$ cat config.mk
export PLATFORM = sky130hd
export DESIGN_NAME = emg_multi_window_detector_flat
export DESIGN_NICKNAME = d
export VERILOG_FILES = /design/src/rtl/emg_pkg.sv /design/src/rtl/emg_multi_window_detector_if.sv /design/src/rtl/emg_ch_counter.sv /design/src/rtl/emg_multi_window_detector.sv /design/src/flat_wrapper.sv
export SDC_FILE = /design/constraint.sdc
export NUM_CORES = 1
export LEC_CHECK = 0
export ABC_AREA = 1
export CAP_MARGIN = 10
export CORE_MARGIN = 5
export CORE_UTILIZATION = 50
export CTS_BUF_LIST = sky130_fd_sc_hd__clkbuf_8
export DETAILED_ROUTE_END_ITERATION = 7
export PLACE_DENSITY = 0.85
export SLEW_MARGIN = 25
export SYNTH_ARGS = -nofsm -noshare
export SYNTH_HDL_FRONTEND = slang
export SYNTH_SLANG_ARGS = --single-unit
$ cat constraint.sdc
create_clock -name clk -period 2.62 [get_ports clk]
set_clock_uncertainty 0.1 [all_clocks]
set_input_delay 0.393 -clock clk [delete_from_list [all_inputs] [get_ports clk]]
set_output_delay 0.393 -clock clk [all_outputs]
set_load 0.02 [all_outputs]
$ cat src/rtl/emg_pkg.sv
// Shared definitions for the multi-window EMG detector: FSM encoding,
// default tuning values and the signed/unsigned magnitude helper.
package emg_pkg;

    typedef enum logic [1:0] {
        ST_IDLE   = 2'd0,
        ST_ACC    = 2'd1,
        ST_DECIDE = 2'd2
    } emg_state_e;

    localparam int WIN_DEF    = 50;
    localparam int AMP_TH_DEF = 75;
    localparam int ON_TH_DEF  = 3;
    localparam int OFF_TH_DEF = 2;

    // Magnitude of the low dw bits of sample; the most negative code maps to 2^(dw-1).
    function automatic logic [63:0] magnitude(input logic [63:0] sample,
                                              input int          dw,
                                              input bit          signed_in);
        logic [63:0] mask;
        logic [63:0] raw;
        mask = (64'd1 << dw) - 64'd1;
        raw  = sample & mask;
        if (signed_in && raw[dw-1])
            return (~raw + 64'd1) & mask;
        else
            return raw;
    endfunction

endpackage

$ cat src/rtl/emg_multi_window_detector_if.sv
// Sample/decision bus between the ADC front end and the detector.
interface emg_multi_window_detector_if
    import emg_pkg::*;
#(
    parameter int N_CH = 2,
    parameter int DW   = 8,
    parameter int WIN  = WIN_DEF
);
    localparam int CW = $clog2(WIN + 1);

    logic                 en;
    logic                 sample_tick;
    logic [N_CH*DW-1:0]   d;
    logic [N_CH-1:0]      ctrl;
    logic                 wr;
    logic [N_CH*CW-1:0]   cnt_last;

    modport master (
        output en, sample_tick, d,
        input  ctrl, wr, cnt_last
    );

    modport slave (
        input  en, sample_tick, d,
        output ctrl, wr, cnt_last
    );

endinterface

$ cat src/rtl/emg_ch_counter.sv
// One channel: threshold compare, saturating window count and hysteresis
// control bit. Sequencing comes from the shared FSM in the top level.
module emg_ch_counter
    import emg_pkg::*;
#(
    parameter int DW        = 8,
    parameter int WIN       = WIN_DEF,
    parameter int AMP_TH    = AMP_TH_DEF,
    parameter int ON_TH     = ON_TH_DEF,
    parameter int OFF_TH    = OFF_TH_DEF,
    parameter int SIGNED_IN = 0,
    localparam int CW       = $clog2(WIN + 1)
) (
    input  logic          clk,
    input  logic          reset,
    input  logic [DW-1:0] sample,
    input  logic          clear,
    input  logic          acc_take,
    input  logic          last,
    input  logic          restart,
    input  logic          load_take,
    output logic          ctrl,
    output logic [CW-1:0] cnt_last
);

    logic [CW-1:0] cnt;
    logic [CW-1:0] c_next;
    logic          above;
    logic          inc;

    assign above  = magnitude(64'(sample), DW, SIGNED_IN != 0) > 64'(AMP_TH);
    assign inc    = acc_take && above && (cnt != CW'(WIN));
    assign c_next = cnt + CW'(inc);

    // The decision uses the count including the WIN-th sample, so ctrl and
    // cnt_last land on the same edge that raises wr in the top level.
    always_ff @(posedge clk or posedge reset) begin
        if (reset) begin
            cnt      <= '0;
            ctrl     <= 1'b0;
            cnt_last <= '0;
        end else if (clear) begin
            cnt <= '0;
        end else if (last) begin
            cnt      <= '0;
            cnt_last <= c_next;
            if (c_next >= CW'(ON_TH))
                ctrl <= 1'b1;
            else if (c_next < CW'(OFF_TH))
                ctrl <= 1'b0;
        end else if (restart) begin
            cnt <= (load_take && above) ? CW'(1) : '0;
        end else if (acc_take) begin
            cnt <= c_next;
        end
    end

endmodule

$ cat src/rtl/emg_multi_window_detector.sv
// Multi-channel EMG window detector: shared window FSM and sample index,
// with one emg_ch_counter per channel.
module emg_multi_window_detector
    import emg_pkg::*;
#(
    parameter int N_CH      = 2,
    parameter int DW        = 8,
    parameter int WIN       = WIN_DEF,
    parameter int AMP_TH    = AMP_TH_DEF,
    parameter int ON_TH     = ON_TH_DEF,
    parameter int OFF_TH    = OFF_TH_DEF,
    parameter int SIGNED_IN = 0,
    localparam int CW       = $clog2(WIN + 1)
) (
    input  logic                          clk,
    input  logic                          reset,
    emg_multi_window_detector_if.slave    bus
);

    emg_state_e    state;
    logic [CW-1:0] n;
    logic          wr_q;

    logic clear;
    logic acc_take;
    logic last;
    logic restart;
    logic load_take;

    assign clear     = (state == ST_IDLE) || ((state == ST_ACC) && !bus.en);
    assign acc_take  = (state == ST_ACC) && bus.en && bus.sample_tick;
    assign last      = acc_take && (n == CW'(WIN - 1));
    assign restart   = (state == ST_DECIDE);
    assign load_take = restart && bus.en && bus.sample_tick;

    // DECIDE is the single cycle in which wr is high; a tick landing there
    // is already sample 1 of the following window.
    always_ff @(posedge clk or posedge reset) begin
        if (reset) begin
            state <= ST_IDLE;
            n     <= '0;
            wr_q  <= 1'b0;
        end else begin
            wr_q <= 1'b0;
            case (state)
                ST_IDLE: begin
                    n <= '0;
                    if (bus.en)
                        state <= ST_ACC;
                end
                ST_ACC: begin
                    if (!bus.en) begin
                        state <= ST_IDLE;
                        n     <= '0;
                    end else if (bus.sample_tick) begin
                        if (n == CW'(WIN - 1)) begin
                            state <= ST_DECIDE;
                            n     <= '0;
                            wr_q  <= 1'b1;
                        end else begin
                            n <= n + CW'(1);
                        end
                    end
                end
                ST_DECIDE: begin
                    if (bus.en) begin
                        state <= ST_ACC;
                        n     <= bus.sample_tick ? CW'(1) : '0;
                    end else begin
                        state <= ST_IDLE;
                        n     <= '0;
                    end
                end
                default: begin
                    state <= ST_IDLE;
                    n     <= '0;
                end
            endcase
        end
    end

    assign bus.wr = wr_q;

    for (genvar i = 0; i < N_CH; i++) begin : g_ch
        emg_ch_counter #(
            .DW        (DW),
            .WIN       (WIN),
            .AMP_TH    (AMP_TH),
            .ON_TH     (ON_TH),
            .OFF_TH    (OFF_TH),
            .SIGNED_IN (SIGNED_IN)
        ) u_ch (
            .clk       (clk),
            .reset     (reset),
            .sample    (bus.d[i*DW +: DW]),
            .clear     (clear),
            .acc_take  (acc_take),
            .last      (last),
            .restart   (restart),
            .load_take (load_take),
            .ctrl      (bus.ctrl[i]),
            .cnt_last  (bus.cnt_last[i*CW +: CW])
        );
    end

endmodule

$ cat src/flat_wrapper.sv
// flat-port wrapper written by rule: the top's interface ports become plain ports
module emg_multi_window_detector_flat import emg_pkg::*;
#(
    parameter int N_CH      = 2,
    parameter int DW        = 8,
    parameter int WIN       = WIN_DEF,
    parameter int AMP_TH    = AMP_TH_DEF,
    parameter int ON_TH     = ON_TH_DEF,
    parameter int OFF_TH    = OFF_TH_DEF,
    parameter int SIGNED_IN = 0,
    localparam int CW       = $clog2(WIN + 1)
)
  (clk, reset, bus_en, bus_sample_tick, bus_d, bus_ctrl, bus_wr, bus_cnt_last);
  emg_multi_window_detector_if #(.N_CH(N_CH), .DW(DW), .WIN(WIN)) bus_i ();
  input  logic clk;
  input  logic reset;
  input wire logic [$bits(bus_i.en)-1:0] bus_en;
  input wire logic [$bits(bus_i.sample_tick)-1:0] bus_sample_tick;
  input wire logic [$bits(bus_i.d)-1:0] bus_d;
  output wire logic [$bits(bus_i.ctrl)-1:0] bus_ctrl;
  output wire logic [$bits(bus_i.wr)-1:0] bus_wr;
  output wire logic [$bits(bus_i.cnt_last)-1:0] bus_cnt_last;
  assign bus_i.en = bus_en;
  assign bus_i.sample_tick = bus_sample_tick;
  assign bus_i.d = bus_d;
  assign bus_ctrl = bus_i.ctrl;
  assign bus_wr = bus_i.wr;
  assign bus_cnt_last = bus_i.cnt_last;
  emg_multi_window_detector #(.N_CH(N_CH), .DW(DW), .WIN(WIN), .AMP_TH(AMP_TH), .ON_TH(ON_TH), .OFF_TH(OFF_TH), .SIGNED_IN(SIGNED_IN)) u_core (.clk(clk), .reset(reset), .bus(bus_i));
endmodule
==> results of run 1 <==
final timing paths:
check / start / endpoint / cells past startpoint
worst min-delay path: u_core.g_ch[0].u_ch.cnt_last[4] / u_core.g_ch[0].u_ch.cnt_last[4] / 2
max in group asynchronous: reset / u_core.g_ch[1].u_ch.cnt[0] / 3
worst min register to register: u_core.g_ch[0].u_ch.cnt_last[4] / u_core.g_ch[0].u_ch.cnt_last[4] / 2
worst max-delay path: u_core.state[1] / u_core.g_ch[1].u_ch.ctrl / 15
worst max register to register: u_core.state[1] / u_core.g_ch[1].u_ch.ctrl / 15
min in group asynchronous: reset / u_core.g_ch[1].u_ch.cnt[1] / 3
logic make-up (layout without fill, tap and decap cells):
kind of cell,count (synthesis),count (layout)
flip-flops,35,35
adder cells (fa/ha/maj),11,11
AO/OA/AOI/OAI,28,28
XOR/XNOR,5,5
AND/OR/NAND/NOR,137,137
buffers and inverters,45,82
power by group through the flow:
stage / Combinational, µW / Sequential, µW / Clock [µW]
after global placement: 356 / 595 / 0
after global routing: 422 / 591 / 548
after CTS: 369 / 586 / 512
after floorplan: 271 / 591 / 0
final: 371 / 586 / 501
after detailed placement: 366 / 596 / 0
layout make-up:
type / instances / area share
clock buffer: 6 / 0.03262
clock inverter: 2 / 0.01384
inverter: 40 / 0.06031
multi-input combinational: 181 / 0.3920
sequential: 35 / 0.3460
tap: 50 / 0.02472
timing repair buffer: 34 / 0.1305
registers in the layout, indices dropped and copies added, names as in the netlist:
| name | count |
|---|---|
| u_core.bus.wr | 1 |
| u_core.g_ch.u_ch.cnt | 12 |
| u_core.g_ch.u_ch.ctrl | 2 |
| u_core.n | 6 |
| u_core.g_ch.u_ch.cnt_last | 12 |
| u_core.state | 2 |
worst max-delay path, cell delays in order, from the launching register on:
cell     delay (ns)
dfrtp_1        0.41
inv_1          0.09
ha_2           0.24
nand2_2        0.10
nor2_4         0.10
nand2_1        0.06
a31oi_1        0.20
ha_1           0.19
ha_1           0.24
nand3_1        0.11
nand2_1        0.07
nand2_1        0.06
nor2_1         0.11
nand2_1        0.06
nand2_1        0.06
nand3_1        0.06
what timing repair did:
action	CTS	global route
resized for setup	0	5
endpoints found under the setup margin	0	4
hold buffers	0	0
layer usage:
layer / vias to the layer above / GRT usage / wire length, µm
li1: 891 / - / -
met2: 42 / 0.2913 / 2015
met1: 773 / 0.2127 / 1734
met3: 3 / 0.05335 / 253
met4: 0 / 0.04427 / 22
met5: - / 0 / 0
stage by stage:
step                      hold slack (ns)   TNS (ns)
final                              0.3748          0
after global routing               0.4069  -0.008394
after CTS                          0.3803          0
after detailed placement           0.3631          0
after global placement             0.3547          0
after floorplan                    0.3663          0
placed cells by master (no fill, tap or decap), types with 4 or more instances in the layout:
cell type,instances
nand4_1,6
dfrtp_1,35
nand3_1,16
inv_2,4
o21ai_0,12
clkdlybuf4s50_1,30
ha_1,9
nand2_1,88
buf_4,4
inv_1,35
o21ai_2,8
nor2_1,16
clkbuf_8,6
==> results.toml, run 1 <==
[sta]
tightest_slew_ns = 0.4335
setup_viol = 0
worst_slack_ns = 0.2382
slew_headroom = 0.7110
slew_violations = 0
finalCritPeriodShare = 0.9091
hold_viol_final = 0
fmax_mhz = 419.8
finalCriticalPeriod_ns = 2.382

[synth]
synth_area_um2 = 2041
synth_top_family_by_area = "simple AND/OR/NAND/NOR gates"
yosysUniqueCellTypes = 30
yosys.area.top_type = "dfrtp_1"
synthTopCellsByCount = "nand2_1, dfrtp_1, inv_1, nor2_1, nand3_1"
synthArstFlopShare = 1.000
synth_edf_count = 0
synth-simple-area-share = 0.2925
avgSynthCellArea_um2 = 7.819
synth-xor-area-share = 0.02146
synth-adder-area-share = 0.06744
dominantRegCellSynth = "dfrtp_1"
synth_cells = 261
synth_most_common_cell = "nand2_1"
synth_nets = 292
yosysSeqAreaShare = 0.4292
ys_ff_latch = 35
synth_compound_area_frac = 0.09442
synth.mux.area_fraction = 0
ys_warn_count = 0
ys_top_cells_by_area = "dfrtp_1, nand2_1, ha_1, inv_1, nand3_1"
yosysTopAreaCellShare = 0.4292

[setup_path]
critPathLaunchType = "flip-flop"
regToRegSetupSlack_ns = 0.24
critical_path_required_ns = 2.70
crit_type = "reg -> reg"
worst-path-max-fanout = 4
critPathCaptureType = "flip-flop"
critPathArrivalTime_ns = 2.46

[grt]
grtUsageTotal = 0.1724
grt_max_degree = 36
grt_pass1_vias = 1678
globalRouteOverflowTotal = 0
grt_pass1_wl_um = 7272
antenna_found_initial = 0

[power]
power_uw = 1458
combPwrFrac = 0.254
p_sw_uw = 455.9
swShare = 0.3126
seq_power_share = 0.402
p_leak_uw = 0.001253
p_int_uw = 1002
power.density_nw_per_um2 = 576.1
clkPwrFrac = 0.343
vdd_drop_max_mv = 0.5087

[placed_design]
numPortBuffers = 30
routabilityCongestion = 0.8607
dpl_cell_area_um2 = 2392
dp.cells = 340
hpwl_um = 3054
pre_cts_slack_ns = 0.07387

[final_layout]
diodes = 0
areaGrowthSynthToFinish_pct = 24.03
final_cells = 348
nFillCells = 358
nNetsFinal = 328
postLayoutCellArea_um2 = 2531
drive_gt1_frac = 0.1208
multi_input_area_um2 = 992.2
fin_util = 0.6374
ff_latch_area_um2 = 875.8

[die]
io-pin-count = 35
row_count = 23
die_h_um = 73.89
die_w_um = 73.89
start_util = 0.5139
coreArea_um2 = 3971
die_area_um2 = 5459

[cts]
clk_pin_slew_ns = 0.07
cts_max_level = 2
post_cts_buffers = 0
root_buffer = "clkbuf_8"
cts_sinks = 35
cts_tree = "yes"
clkLatencyLatePin_ns = 0.29
cts_buffer_depth = 2
numCtsBuffers = 5

[flow_run]
drv_cap = 0

[routing]
routed_wl_um = 4025
vias_per_cell = 4.911
drtIter0Drc = 163
dr.pass1.iters = 4
drcViolationCount = 0
drtAntennaViolNets = 0
vias = 1709
wl_per_cell_um = 11.57

[worst_hold_path]
hp-class = "reg -> reg"

[status]
outcome = "finished clean"
Note: power is estimated with default switching activity, not from simulation.
==> run 2, diff against run 1 <==
--- a/config.mk
+++ b/config.mk
@@ -11,7 +11,7 @@
 export CORE_UTILIZATION = 50
 export CTS_BUF_LIST = sky130_fd_sc_hd__clkbuf_8
 export DETAILED_ROUTE_END_ITERATION = 7
-export PLACE_DENSITY = 0.85
+export PLACE_DENSITY = 0.83
 export SLEW_MARGIN = 25
 export SYNTH_ARGS = -nofsm -noshare
 export SYNTH_HDL_FRONTEND = slang
==> results.toml, run 2 (same netlist as run 1, synthesis figures left out) <==
[status]
outcome = "finished clean"

[sta]
setup_viol = 0
finalCriticalPeriod_ns = 2.383
slew_headroom = 0.7020
tightest_slew_ns = 0.4470
finalCritPeriodShare = 0.9094
fin_tns_setup_ns = 0
hold_ws_ns = 0.3783
slew_violations = 0
hold_viol_final = 0
worst_slack_ns = 0.2374
rsz0062_at_grt = "no"
fmax_mhz = 419.7

[power]
power.density_nw_per_um2 = 566.0
p_leak_uw = 0.001249
vdd_drop_max_mv = 0.3920

[grt]
grt_max_degree = 36
grt_pass1_vias = 1726
globalRouteOverflowTotal = 0
grt_pass1_wl_um = 7341
grtUsageTotal = 0.1752
antenna_found_initial = 0

[placed_design]
numPortBuffers = 30
hpwl_um = 3089
routabilityCongestion = 0.8812
dp.cells = 340
pre_cts_slack_ns = 0.06582

[cts]
cts_buffer_depth = 2
clk_pin_slew_ns = 0.06
numCtsBuffers = 5
holdBufCountCts = 0
cts_max_level = 2
cts_sinks = 35
clkLatencyLatePin_ns = 0.29
post_cts_buffers = 0
root_buffer = "clkbuf_8"
cts_tree = "yes"

[setup_path]
crit_type = "reg -> reg"
worst-path-max-fanout = 4
critical_path_required_ns = 2.69
critPathCaptureType = "flip-flop"
critPathLaunchType = "flip-flop"
critPathArrivalTime_ns = 2.46

[routing]
wl_per_cell_um = 11.90
drtAntennaViolNets = 0
routed_wl_um = 4128
drtIter0Drc = 111
drcViolationCount = 0
vias = 1737
dr.pass1.iters = 4
vias_per_cell = 5.006

[die]
start_util = 0.5139
io-pin-count = 35
die_w_um = 73.89
die_h_um = 73.89
die_area_um2 = 5459
coreArea_um2 = 3971
row_count = 23

[worst_hold_path]
hp-class = "reg -> reg"

[flow_run]
drv_cap = 0

[final_layout]
nNetsFinal = 328
fin_util = 0.6295
areaGrowthSynthToFinish_pct = 22.50
reg.largest.list = "u_core.g_ch.u_ch.cnt (12), u_core.g_ch.u_ch.cnt_last (12), u_core.n (6)"
drive_gt1_frac = 0.1044
mostFrequentLayoutCell = "nand2_1"
diodes = 0
final_cells = 347
final_cell_mix = "nand2_1, inv_1, dfrtp_1, clkdlybuf4s50_1"
==> run 2: final timing paths <==
check / slack (ns) / endpoint / start / depth (start not counted)
worst min-delay path: 0.38 / u_core.g_ch[1].u_ch.cnt_last[3] / u_core.g_ch[1].u_ch.cnt_last[3] / 2
worst min register to register: 0.38 / u_core.g_ch[1].u_ch.cnt_last[3] / u_core.g_ch[1].u_ch.cnt_last[3] / 2
worst max-delay path: 0.24 / u_core.g_ch[1].u_ch.ctrl / u_core.state[1] / 14
worst max register to register: 0.24 / u_core.g_ch[1].u_ch.ctrl / u_core.state[1] / 14
min in group asynchronous: 0.39 / u_core.g_ch[0].u_ch.cnt_last[1] / reset / 3
max in group asynchronous: 1.70 / u_core.bus.wr / reset / 3
==> run 2: repair_timing <==
item                       in CTS  in global routing
resized for setup               0                  2
hold endpoints to repair        0                  0
setup endpoints to repair       0                  3
==> run 2: metal layers <==
metal  vias up  GRT usage  wire length [µm]
met1       804     0.2140              1878
met4         0    0.09054                84
met5         -          0                 0
li1        894          -                 -
met3        10    0.03830               189
met2        29     0.2874              1975
==> run 2: power by group <==
group	switching, µW	internal (µW)	total [µW]
Sequential	25.4	562	587
Combinational	238	131	370
Clock	183	275	458
==> run 2: final cells by class <==
class,instances,area (µm²)
multi-input cells,181,975.9
flip-flops and latches,35,875.8
well taps,50,62.56
clock buffers,5,68.82
fillers,357,1471
inverters,40,152.6
repair buffers,34,330.3
clock inverters,2,33.78
==> run 2: through the flow <==
step | cell area [µm²] | power (µW)
global route | 2500 | 1504
detailed placement | 2392 | 960.6
floorplan | 2041 | 862.3
CTS | 2495 | 1425
global placement | 2392 | 952.6
finish | 2500 | 1415
==> run 2: worst max-delay path, cell delays in order (launching register included) <==
cell     delay [ns]
dfrtp_1        0.41
inv_1          0.10
ha_2           0.23
nand2_2        0.10
nor2_4         0.11
nand2_1        0.07
a31oi_1        0.20
ha_1           0.18
ha_1           0.19
xnor2_1        0.20
nand2_1        0.09
nor2_1         0.11
nand2_1        0.07
nand2_1        0.05
nand3_1        0.06
==> run 3, diff against run 2 <==
--- a/config.mk
+++ b/config.mk
@@ -11,6 +11,7 @@
 export CORE_UTILIZATION = 50
 export CTS_BUF_LIST = sky130_fd_sc_hd__clkbuf_8
 export DETAILED_ROUTE_END_ITERATION = 7
+export GPL_ROUTABILITY_DRIVEN = 0
 export PLACE_DENSITY = 0.83
 export SLEW_MARGIN = 25
 export SYNTH_ARGS = -nofsm -noshare
==> results of run 3 <==
Final layout, timing and power as in run 2 (identical DEF).
